<file path="src/rtl/beep_pkg.sv">
// Shared constants, counter width and FSM encoding for the beep tone detector.
package beep_pkg;
  localparam int CNT_W   = 21;
  localparam int MATCH_W = 3;

  localparam logic [CNT_W-1:0] CNT_SAT = {CNT_W{1'b1}};
  localparam logic [CNT_W-1:0] CNT_ONE = {{(CNT_W-1){1'b0}}, 1'b1};

  localparam logic [CNT_W-1:0] PERIOD_MIN_DEF = 21'd950_000;
  localparam logic [CNT_W-1:0] PERIOD_MAX_DEF = 21'd1_050_000;
  localparam logic [CNT_W-1:0] HIGH_MIN_DEF   = 21'd450_000;
  localparam logic [CNT_W-1:0] HIGH_MAX_DEF   = 21'd550_000;
  localparam int unsigned      MATCH_NUM_DEF  = 3;

  typedef enum logic [1:0] {
    IDLE,
    ARMED,
    LOCKING,
    LOCKED
  } state_e;

  function automatic logic in_range(input logic [CNT_W-1:0] v,
                                    input logic [CNT_W-1:0] lo,
                                    input logic [CNT_W-1:0] hi);
    return (v >= lo) && (v <= hi);
  endfunction
endpackage

</file>
<file path="src/rtl/sync_edge.sv">
// Two-flop synchronizer plus registered rising-edge detector; level_o is
// delayed to stay aligned with rise_o so the edge cycle reads as high.
module sync_edge (
  input  logic clk_i,
  input  logic rst_i,
  input  logic async_i,
  output logic level_o,
  output logic rise_o
);
  logic meta_q, sync_q, prev_q, rise_q;

  always_ff @(posedge clk_i or posedge rst_i) begin
    if (rst_i) begin
      meta_q <= 1'b0;
      sync_q <= 1'b0;
      prev_q <= 1'b0;
      rise_q <= 1'b0;
    end else begin
      meta_q <= async_i;
      sync_q <= meta_q;
      prev_q <= sync_q;
      rise_q <= sync_q & ~prev_q;
    end
  end

  assign level_o = prev_q;
  assign rise_o  = rise_q;
endmodule

</file>
<file path="src/rtl/beep_detect.sv">
// Beep tone detector: measures period and high time of a synchronized square
// wave and asserts tone_valid after MATCH_NUM consecutive conforming periods.
module beep_detect
  import beep_pkg::*;
#(
  parameter logic [CNT_W-1:0] PERIOD_MIN = PERIOD_MIN_DEF,
  parameter logic [CNT_W-1:0] PERIOD_MAX = PERIOD_MAX_DEF,
  parameter logic [CNT_W-1:0] HIGH_MIN   = HIGH_MIN_DEF,
  parameter logic [CNT_W-1:0] HIGH_MAX   = HIGH_MAX_DEF,
  parameter int unsigned      MATCH_NUM  = MATCH_NUM_DEF
) (
  input  logic             ext_clk_25m,
  input  logic             ext_rst,
  input  logic             beep_in,
  output logic             tone_valid,
  output logic             meas_stb,
  output logic [CNT_W-1:0] period_out,
  output logic [CNT_W-1:0] high_out
);
  localparam logic [MATCH_W:0] MATCH_LIM = MATCH_NUM[MATCH_W:0];

  logic level, rise;

  sync_edge u_sync (
    .clk_i   (ext_clk_25m),
    .rst_i   (ext_rst),
    .async_i (beep_in),
    .level_o (level),
    .rise_o  (rise)
  );

  state_e             state_q, state_d;
  logic [CNT_W-1:0]   cnt_q, cnt_d;
  logic [CNT_W-1:0]   hcnt_q, hcnt_d;
  logic [MATCH_W-1:0] match_q, match_d;
  logic [CNT_W-1:0]   period_q, period_d;
  logic [CNT_W-1:0]   high_q, high_d;
  logic               stb_q, stb_d;
  logic               tone_q, tone_d;

  logic [CNT_W-1:0]   meas_period;
  logic               meas_ok;
  logic [MATCH_W:0]   match_inc;

  // The edge cycle closes the running period, so it is counted in the result.
  assign meas_period = cnt_q + CNT_ONE;
  assign meas_ok     = in_range(meas_period, PERIOD_MIN, PERIOD_MAX) &&
                       in_range(hcnt_q, HIGH_MIN, HIGH_MAX);
  assign match_inc   = {1'b0, match_q} + {{MATCH_W{1'b0}}, 1'b1};

  always_ff @(posedge ext_clk_25m or posedge ext_rst) begin
    if (ext_rst) begin
      state_q  <= IDLE;
      cnt_q    <= '0;
      hcnt_q   <= '0;
      match_q  <= '0;
      period_q <= '0;
      high_q   <= '0;
      stb_q    <= 1'b0;
      tone_q   <= 1'b0;
    end else begin
      state_q  <= state_d;
      cnt_q    <= cnt_d;
      hcnt_q   <= hcnt_d;
      match_q  <= match_d;
      period_q <= period_d;
      high_q   <= high_d;
      stb_q    <= stb_d;
      tone_q   <= tone_d;
    end
  end

  always_comb begin
    state_d  = state_q;
    match_d  = match_q;
    period_d = period_q;
    high_d   = high_q;
    stb_d    = 1'b0;
    cnt_d    = (cnt_q == CNT_SAT) ? cnt_q : cnt_q + CNT_ONE;
    hcnt_d   = (level && (hcnt_q != CNT_SAT)) ? hcnt_q + CNT_ONE : hcnt_q;

    if (rise) begin
      cnt_d  = '0;
      hcnt_d = CNT_ONE;
    end

    // An edge always wins over a timeout landing in the same cycle.
    if (state_q == IDLE) begin
      if (rise) state_d = ARMED;
    end else if (rise) begin
      stb_d    = 1'b1;
      period_d = meas_period;
      high_d   = hcnt_q;
      if (meas_ok) begin
        if (match_inc >= MATCH_LIM) begin
          state_d = LOCKED;
          match_d = MATCH_LIM[MATCH_W-1:0];
        end else begin
          state_d = LOCKING;
          match_d = match_inc[MATCH_W-1:0];
        end
      end else begin
        state_d = ARMED;
        match_d = '0;
      end
    end else if (cnt_q == PERIOD_MAX) begin
      state_d = IDLE;
      match_d = '0;
    end

    tone_d = (state_d == LOCKED);
  end

  assign tone_valid = tone_q;
  assign meas_stb   = stb_q;
  assign period_out = period_q;
  assign high_out   = high_q;
endmodule

</file>
<file path="config.mk">
export PLATFORM = sky130hd
export DESIGN_NAME = beep_detect
export DESIGN_NICKNAME = d
export VERILOG_FILES = /design/src/rtl/beep_pkg.sv /design/src/rtl/sync_edge.sv /design/src/rtl/beep_detect.sv
export SDC_FILE = /design/constraint.sdc
export NUM_CORES = 1
export LEC_CHECK = 0
export CAP_MARGIN = 20
export CORE_ASPECT_RATIO = 1.2
export CORE_UTILIZATION = 40
export CTS_CLUSTER_DIAMETER = 200
export DETAILED_ROUTE_END_ITERATION = 8
export PLACE_DENSITY = 0.69
export SYNTH_ARGS = -nofsm -noshare
export SYNTH_HDL_FRONTEND = slang
export SYNTH_HIERARCHICAL = 1
export SYNTH_SLANG_ARGS = --single-unit
</file>
<file path="constraint.sdc">
create_clock -name ext_clk_25m -period 3.92 [get_ports ext_clk_25m]
set_input_delay 0.588 -clock ext_clk_25m [delete_from_list [all_inputs] [get_ports ext_clk_25m]]
set_output_delay 0.588 -clock ext_clk_25m [all_outputs]
set_load 0.05 [all_outputs]
</file>
After elaboration in Yosys (flattened, before gate mapping)
Cells that the tools add are included.
- output and inout bits: 44
- register bits: 95
- input port bits: 3
- multiplexer cells: 16
- reductions and logical operators: 9
- equal/unequal tests: 5
- add/sub/neg operators: 3
- $lt $le $gt $ge: 5
- bitwise logic cells: 3
- operator list (kind ; number):
    $mux W21 ; 4
    $add A21 B1 Y21 const B ; 2
    $eq A21 B21 Y1 const B ; 2
    $ge A21 B19 Y1 const B ; 1
    $ge A21 B20 Y1 const B ; 1
    $le A21 B20 Y1 const B ; 1
    $le A21 B21 Y1 const B ; 1
    $ne A21 B21 Y1 const B ; 1
    $mux W3 ; 4
    $mux W2 ; 5
    $add A3 B1 Y4 const B ; 1
    $ge A4 B2 Y1 const B ; 1
    $logic_and A1 B1 Y1 ; 4
    $reduce_and A2 Y1 ; 2
    $reduce_bool A2 Y1 ; 2
    $mux W1 ; 3
    $eq A2 B2 Y1 const B ; 1
    $logic_not A2 Y1 ; 1
    $ne A2 B1 Y1 const B ; 1
    $not A1 Y1 ; 2
    $and A1 B1 Y1 ; 1

Logic depth before layout (Yosys ltp)
- depth after elaboration: 8
- gate-level depth with buffers: 10

By module
The synthesis kept the hierarchy.
- modules (own cells, without submodules) (module ; sequential area each (µm²) ; cells an instance ; times used ; area an instance (µm²)):
    beep_detect ; 2277.2 ; 475 ; 1 ; 4634.4
    sync_edge ; 100.1 ; 6 ; 1 ; 117.6

Worst setup path after synthesis
OpenSTA, ideal clock, no wires.
- path type: reg-to-reg
- start point: register cnt_q[1]
- end point: register tone_q (netlist: tone_valid)
- setup time: 0.130 ns
- period minus slack after synthesis: 2.501 ns
- cell stages (with the launch flop): 10
- arrival: 2.371 ns
- slack: 1.419 ns
- cell sequence: dfrtp_1 -> ha_1 -> nand3_1 -> clkbuf_1 -> nor4_1 -> o22ai_1 -> or4_1 -> o2bb2ai_1 -> a32oi_2 -> o22ai_1
- longest elaborated chain between the ends: 8
- elaborated cells on any way between the ends: 11
- classes of those cells: add/sub: 1; order compare: 2; eq/ne: 2; mux: 4; reduce/logical: 2
- ends and longest elaborated chain (item ; RTL line ; text):
    start: declaration ; beep_detect.sv:33 ; logic [CNT_W-1:0] cnt_q, cnt_d;
    start signal: assignment ; beep_detect.sv:63 ; cnt_q <= cnt_d;
    $add A21 B1 Y21 ; beep_detect.sv:46 ; assign meas_period = cnt_q + CNT_ONE;
    $ge A21 B20 Y1 or $le A21 B21 Y1 (tied branches) ; beep_pkg.sv:25 ; return (v >= lo) && (v <= hi);
    $logic_and A1 B1 Y1 ; beep_pkg.sv:25 ;
    $logic_and A1 B1 Y1 ; beep_detect.sv:47 ; assign meas_ok = in_range(meas_period, PERIOD_MIN, PERIOD_MAX) &&
    $mux W2 ; beep_detect.sv:94 ; if (meas_ok) begin
    $mux W2 (*) ; beep_detect.sv:90 ; end else if (rise) begin
    $mux W2 (*) ; beep_detect.sv:88 ; if (state_q == IDLE) begin
    $eq A2 B2 Y1 (*) ; beep_detect.sv:111 ; tone_d = (state_d == LOCKED);
    net tone_d ; beep_detect.sv:39 ; logic tone_q, tone_d;
    end signal: assignment ; beep_detect.sv:69 ; tone_q <= tone_d;
    end: declaration ; beep_detect.sv:39 ;
The timed path passes the listed nets; every way through them passes the cells marked *.
A chain may end at the register's enable or synchronous reset.

Final worst setup path
- start point: register cnt_q[0]
- end point: register state_q[0]
- longest elaborated chain between the ends: 7
- elaborated cells on any way between the ends: 10
- classes of those cells: add/sub: 1; order compare: 2; eq/ne: 1; mux: 4; reduce/logical: 2
- ends and longest elaborated chain (item ; RTL line ; text):
    $add A21 B1 Y21 ; beep_detect.sv:46 ;
    $ge A21 B20 Y1 or $le A21 B21 Y1 (tied branches) ; beep_pkg.sv:25 ;
    $logic_and A1 B1 Y1 ; beep_pkg.sv:25 ;
    $logic_and A1 B1 Y1 ; beep_detect.sv:47 ;
    $mux W2 ; beep_detect.sv:94 ;
    $mux W2 (*) ; beep_detect.sv:90 ;
    $mux W2 (*) ; beep_detect.sv:88 ;
    net state_d[0] ; beep_detect.sv:32 ; state_e state_q, state_d;
    end signal: assignment ; beep_detect.sv:62 ; state_q <= state_d;
    end: declaration ; beep_detect.sv:32 ;
Marks and branches as above.

==> impl_results.md <==
- Status: completed
- Final hold violation count: 0
- Synthesized area: 4750 um^2
- Yosys top cell by area: dfrtp_1
- Slowest cell on crit path: or4_1
- Die area: 12,300 um^2
- Syn. warnings: 6
- Cells along the critical path: ha_1 > nand3_1 > nor4_1 > xnor2_1 > or4_1 > o211ai_1 > a32oi_2 > o22a_1
- Cell count after placement: about 660
- Antenna cells: 0
- Overall fraction of global-route tracks in use: 17.8%
- Clock tree sinks: 95
- Drt initial violations: ~250
- Setup TNS: 0 ns
- Via count: 3,627
- RSZ-0062 raised after global routing: no
- Hpwl dp: roughly 7 mm
- Synth area leaders: dfrtp_1 (50%), mux2_2 (4.3%), nand2_1 (4.3%)
- Worst-path maximum fanout: 12
- Chip height: 121 um
- Peak supply drop: 0.000207 V
- Vias/cell: 5.39
- Peak Freq: 0.318 GHz
- Adder-cell area share of the yosys netlist: between 1.5 and 2%
- DRC errors left: 0
- Syn nets: 490
- Startpoint Class: flip-flop
- Post-Synth XOR/XNOR Area: roughly 7.0%
- Postcts setup bufs: 0
- Multi-input logic area: approximately 2200 um^2
- Most frequent cells after synthesis: dfrtp_1 (95), nand2_1 (54), nor2_1 (46)
- Fraction of registers with async set/reset: 100%
- Post-synthesis cell type count: 63
- Final GP Congestion: just under 0.9
- Measured slew at the worst slew-check pin: 0.809 ns
- Boundary Pins: 47
- Buf/Inv on CP: 0
- Filler instances: approximately 1,100
- Crit path kind: flip-flop to flip-flop
- Mapped Cells: between 400 and 500
- Sequential share of the synthesized area: 50.0%
- Synth top area share: 50.0%
- Largest net degree at the start of global routing: 92
- Worst Path Required: 4.14 ns
- ANT nets after route: 0
- Leakage power: 2.41 nW
- First-pass GRT wire length: between 15 and 20 mm
- Fin crit share: about 80%
- Clock Latency Late Sink: ~0.34 ns
- Port Buffers: 46
- Simple-Gate Fraction of Synth Area: between 20% and 30%
- CP max stage delay: 0.55 ns
- Core outline area: 11,600 um^2
- Final setup violation count: 0
- Detailed Routing Iterations Pass 1: 4
- Endpoint class of the critical path: flip-flop
- Cts hold-fix bufs: 0
- Antenna violations before repair: 0
- Final std cells w/o fill: 673
- Site Rows: 43
- Global route overflow: 0
- Post-synthesis area per instance: 9.88 um^2
- Clock Skews: approximately 0.0094 ns
- Critical Path AT: 3.37 ns
- CTS tree: built
- Post-synthesis mux area share: 4.48%
- # resized after CTS: 0
- Root Buffer: clkbuf_16
- Sequential Area: 2380 um^2
- Vias in the first global route: ~3,500
- H-tree depth: 3
- Largest family of logic cells by synthesized area: simple AND/OR/NAND/NOR gates
- Main synth FF type: dfrtp_1
- Crit path time final: ~3.1 ns
- # Max-Cap Violations: 0
- P&R area growth vs syn: 18.4%
- Clk buf depth: 2
- Nets: 521
- Die W: 102 um
- Compound-Gate Fraction of Synth Area: 11.2%
- Post-synth EDFFs: 0
- Share of cells above drive strength 1: between 10% and 20%
- Synth Register Bits: 95
- Post-Route WL: 10.2 mm
- Slew margin rel.: 45.9%
- Worst Hold Class: flip-flop to flip-flop
- WL per Instance: between 15 and 20 um
- Largest delay share family, worst path: simple AND/OR/NAND/NOR gates
- WHS: 0.355 ns
- Starting density of the core: between 40% and 50%
- Dominant cell by count in the synthesized netlist: dfrtp_1
- Pwr dens: 432 nW/um^2
- Clock slew at reported path FFs: around 0.06 ns
- Num CTS Buffers: 9
- Final slew viol count: 0
[per-stage QoR]
| step | setup slack [ns] | utilization, % | area (um^2) | power, mW |
|---|---|---|---|---|
| 2_1_floorplan | 0.968 | - | 4750 | 1.35 |
| 3_5_place_dp | 0.920 | 45.7 | 5290 | 1.47 |
| 5_1_grt | 0.592 | 48.6 | 5630 | 2.53 |
| 3_3_place_gp | 1.04 | 45.7 | 5290 | 1.46 |
| 4_1_cts | 0.876 | 48.6 | 5630 | 2.46 |
| 6_report | 0.776 | 48.6 | 5630 | 2.43 |
[power by group]
group	leakage, nW	internal [mW]	total (mW)	switching, mW
sequential	1.29	1.04	1.10	0.0664
combinational	0.954	0.115	0.341	0.226
clock	0.158	0.618	0.987	0.369
[sequential cells by signal, summed over array words and instances (netlist names)]
register and flops:
tone_valid 1, period_out 21, hcnt_q 21, state_q 2, u_sync/level_o 1, u_sync/sync_q 1, match_q 3, u_sync/rise_o 1
high_out 21, meas_stb 1, cnt_q 21, u_sync/meta_q 1
[logic make-up (layout without fill, tap and decap cells)]
group                    count (synthesis)  after routing
AO/OA/AOI/OAI                           88             88
XOR/XNOR                                38             38
adder cells (fa/ha/maj)                  6              6
buffers and inverters                   46             81
flip-flops                              95             95
multiplexers                            19             19
AND/OR/NAND/NOR                        189            189
[placed cells by master, fill, tap and decap left out, drive strengths merged, types with 2 or more instances in the layout]
| cell type | n |
|---|---|
| dfrtp | 95 |
| nor2 | 48 |
| inv | 16 |
| nor4bb | 2 |
| nor3 | 15 |
| nand4 | 11 |
| or3 | 2 |
| and4 | 5 |
| o211ai | 2 |
| nand2 | 54 |
| clkbuf | 9 |
| clkinvlp | 2 |
| nand2b | 3 |
| a21oi | 30 |
| o21a | 3 |
| or4b | 2 |
| xnor2 | 18 |
| bufinv | 3 |
| and2 | 7 |
| or4 | 6 |
| buf | 3 |
| ha | 6 |
| mux2 | 18 |
| xor2 | 20 |
| clkinv | 2 |
| o22ai | 3 |
| clkdlybuf4s50 | 46 |
| nor4 | 10 |
| a31oi | 2 |
| nand3 | 14 |
| a311oi | 2 |
| o31ai | 2 |
| o21ai | 31 |
| and3 | 6 |
[final timing paths]
path                                from  depth (start not counted)             to  slack, ns
max in group asynchronous        ext_rst                          3      cnt_q[19]       2.83
min in group asynchronous        ext_rst                          2  u_sync/meta_q       0.49
hold / removal             u_sync/meta_q                          0  u_sync/sync_q       0.35
setup reg to reg                cnt_q[0]                          8     state_q[0]       0.78
hold reg to reg            u_sync/meta_q                          0  u_sync/sync_q       0.35
setup / recovery                cnt_q[0]                          8     state_q[0]       0.78
[worst register-to-register path, delay by kind of cell, from the launching register on]
kind | cells | cell delay [ns]
compound gates | 3 | 0.59
xor+xnor | 1 | 0.18
fa+ha+maj | 1 | 0.33
flops | 1 | 0.52
simple gates | 3 | 1.42
[routing by layer]
metal  GRT usage (%)  vias up  wire, um
li1                -     1729         -
met1            22.3     1797      4530
met2            29.4       91      5110
met3            4.21       10       363
met4            6.70        0       152
met5               0        -         0
[final cells by class]
cell class	instances	area share, %
Sequential cell	95	42.3
Clock inverter	6	1.96
Inverter	17	1.16
Tap cell	157	3.49
Timing Repair Buffer	49	8.81
Multi-Input combinational cell	340	38.3
Clock buffer	9	4.00
Power figures use the tool's default switching activity.
==> RTL change, RTL diff (config.mk and constraints unchanged) <==
Make the reset (`ext_rst` and `rst_i`) synchronous in 2 clocked blocks.
--- a/src/rtl/sync_edge.sv
+++ b/src/rtl/sync_edge.sv
@@ -11,3 +11,3 @@
 
-  always_ff @(posedge clk_i or posedge rst_i) begin
+  always_ff @(posedge clk_i) begin
     if (rst_i) begin
--- a/src/rtl/beep_detect.sv
+++ b/src/rtl/beep_detect.sv
@@ -50,3 +50,3 @@
 
-  always_ff @(posedge ext_clk_25m or posedge ext_rst) begin
+  always_ff @(posedge ext_clk_25m) begin
     if (ext_rst) begin
Function: differs if ext_rst is asserted again (counterexample within 10 cycles, from zero or initial values and one cycle with ext_rst high); with ext_rst held inactive, the same outputs for 10 cycles.
==> RTL change against the unedited design <==
  * Via count is 2.0% higher
  * Synthesized area is 8.8% lower
  * Worst hold slack better by 0.10 ns
  * Worst setup slack better by 0.12 ns
  * First-iteration DRC count is 32% lower
  * Global-route usage is 0.26 points higher
  * Final area is 8.2% lower
  * Wire length is 5.1% lower
  * Sequential cell count stayed put
  * Highest routed layer unchanged
Power is not compared: it rests on default switching activity, and its combinational part moved more than twofold at a synthesized area within 25%.
==> RTL change: results <==
metrics = {
    "grt": {
        "grt_pass1_vias": 3427,
        "grt.met1_usage_pct": 21.0,
        "grt_start_max_net_pins": 42,
        "use_met2_pct": 32.2,
        "wire_length_of_the_first_global_routing_pass_mm": 16.5,
    },
    "critical_path": {
        "worst-r2r-cell-count": 9,
        "critical_path_arrival_ns": 3.32,
        "critical_path.max_fanout": 9,
        "reg2reg_to": "tone_valid",
        "timing.reg2reg.setup_slack_ns": 0.89,
    },
    "logic_synthesis": {
        "yosys.cell_types.count": 56,
        "postSynth.asyncResetShare_pct": 0,
        "netlist_top_cells_area": "sky130_fd_sc_hd__dfxtp_1 44%, sky130_fd_sc_hd__nand2_1 6.3%, sky130_fd_sc_hd__a21oi_1 6.0%",
        "synth_xor_xnor_area_share_pct": 7.28,
        "synthMuxAreaShare_pct": 0.462,
        "dominantRegCellSynth": "sky130_fd_sc_hd__dfxtp_1",
        "synth_compound_gate_area_share_pct": 16.4,
        "synth.cells.most_frequent": "95 x sky130_fd_sc_hd__dfxtp_1, 73 x sky130_fd_sc_hd__nand2_1, 63 x sky130_fd_sc_hd__nor2_1, 52 x sky130_fd_sc_hd__a21oi_1, 31 x sky130_fd_sc_hd__clkbuf_1",
    },
    "worst_hold_path": {
        "hold_path_startpoint": "high_out[3]",
        "holdPathStages": 2,
    },
    "route": {
        "via_count": 3698,
        "wl_met1_mm": 4.08,
    },
    "run_status": {
        "outcome": "finished clean",
    },
    "place": {
        "place_congestion": 0.941,
        "worst_slack_at_placement_ns": 0.943,
        "post-place-cells": 661,
        "instance_area_at_placement_um2": 4830,
    },
    "sta": {
        "final.setup_skew_ns": 0.00567,
    },
    "pwr": {
        "totalPowerFinal_w": 0.00199,
    },
}
-- RTL change: cell type report --
class,count,area (µm²)
inverters,9,33.8
clock inverters,6,92.6
flip-flops and latches,95,1900
clock buffers,10,239
fillers,977,5350
well taps,129,161
repair buffers,49,478
multi-input cells,379,2260
-- RTL change: worst max path at each step --
| stage | startpoint | end | slack (ns) | depth (start not counted) |
|---|---|---|---|---|
| floorplan | cnt_q[0] | state_q[1] | 1.24 | 10 |
| global placement | cnt_q[0] | state_q[1] | 1.06 | 9 |
| detailed placement | cnt_q[0] | tone_valid | 0.94 | 9 |
| CTS | cnt_q[0] | match_q[0] | 0.91 | 9 |
| global route | cnt_q[0] | match_q[0] | 0.60 | 9 |
| finish | cnt_q[0] | tone_valid | 0.89 | 9 |
-- RTL change: worst min-delay path, stage by stage (launching register included) --
cell	delay (ns)
sky130_fd_sc_hd__dfxtp_1	0.31
sky130_fd_sc_hd__nand2_1	0.05
sky130_fd_sc_hd__a21oi_1	0.05
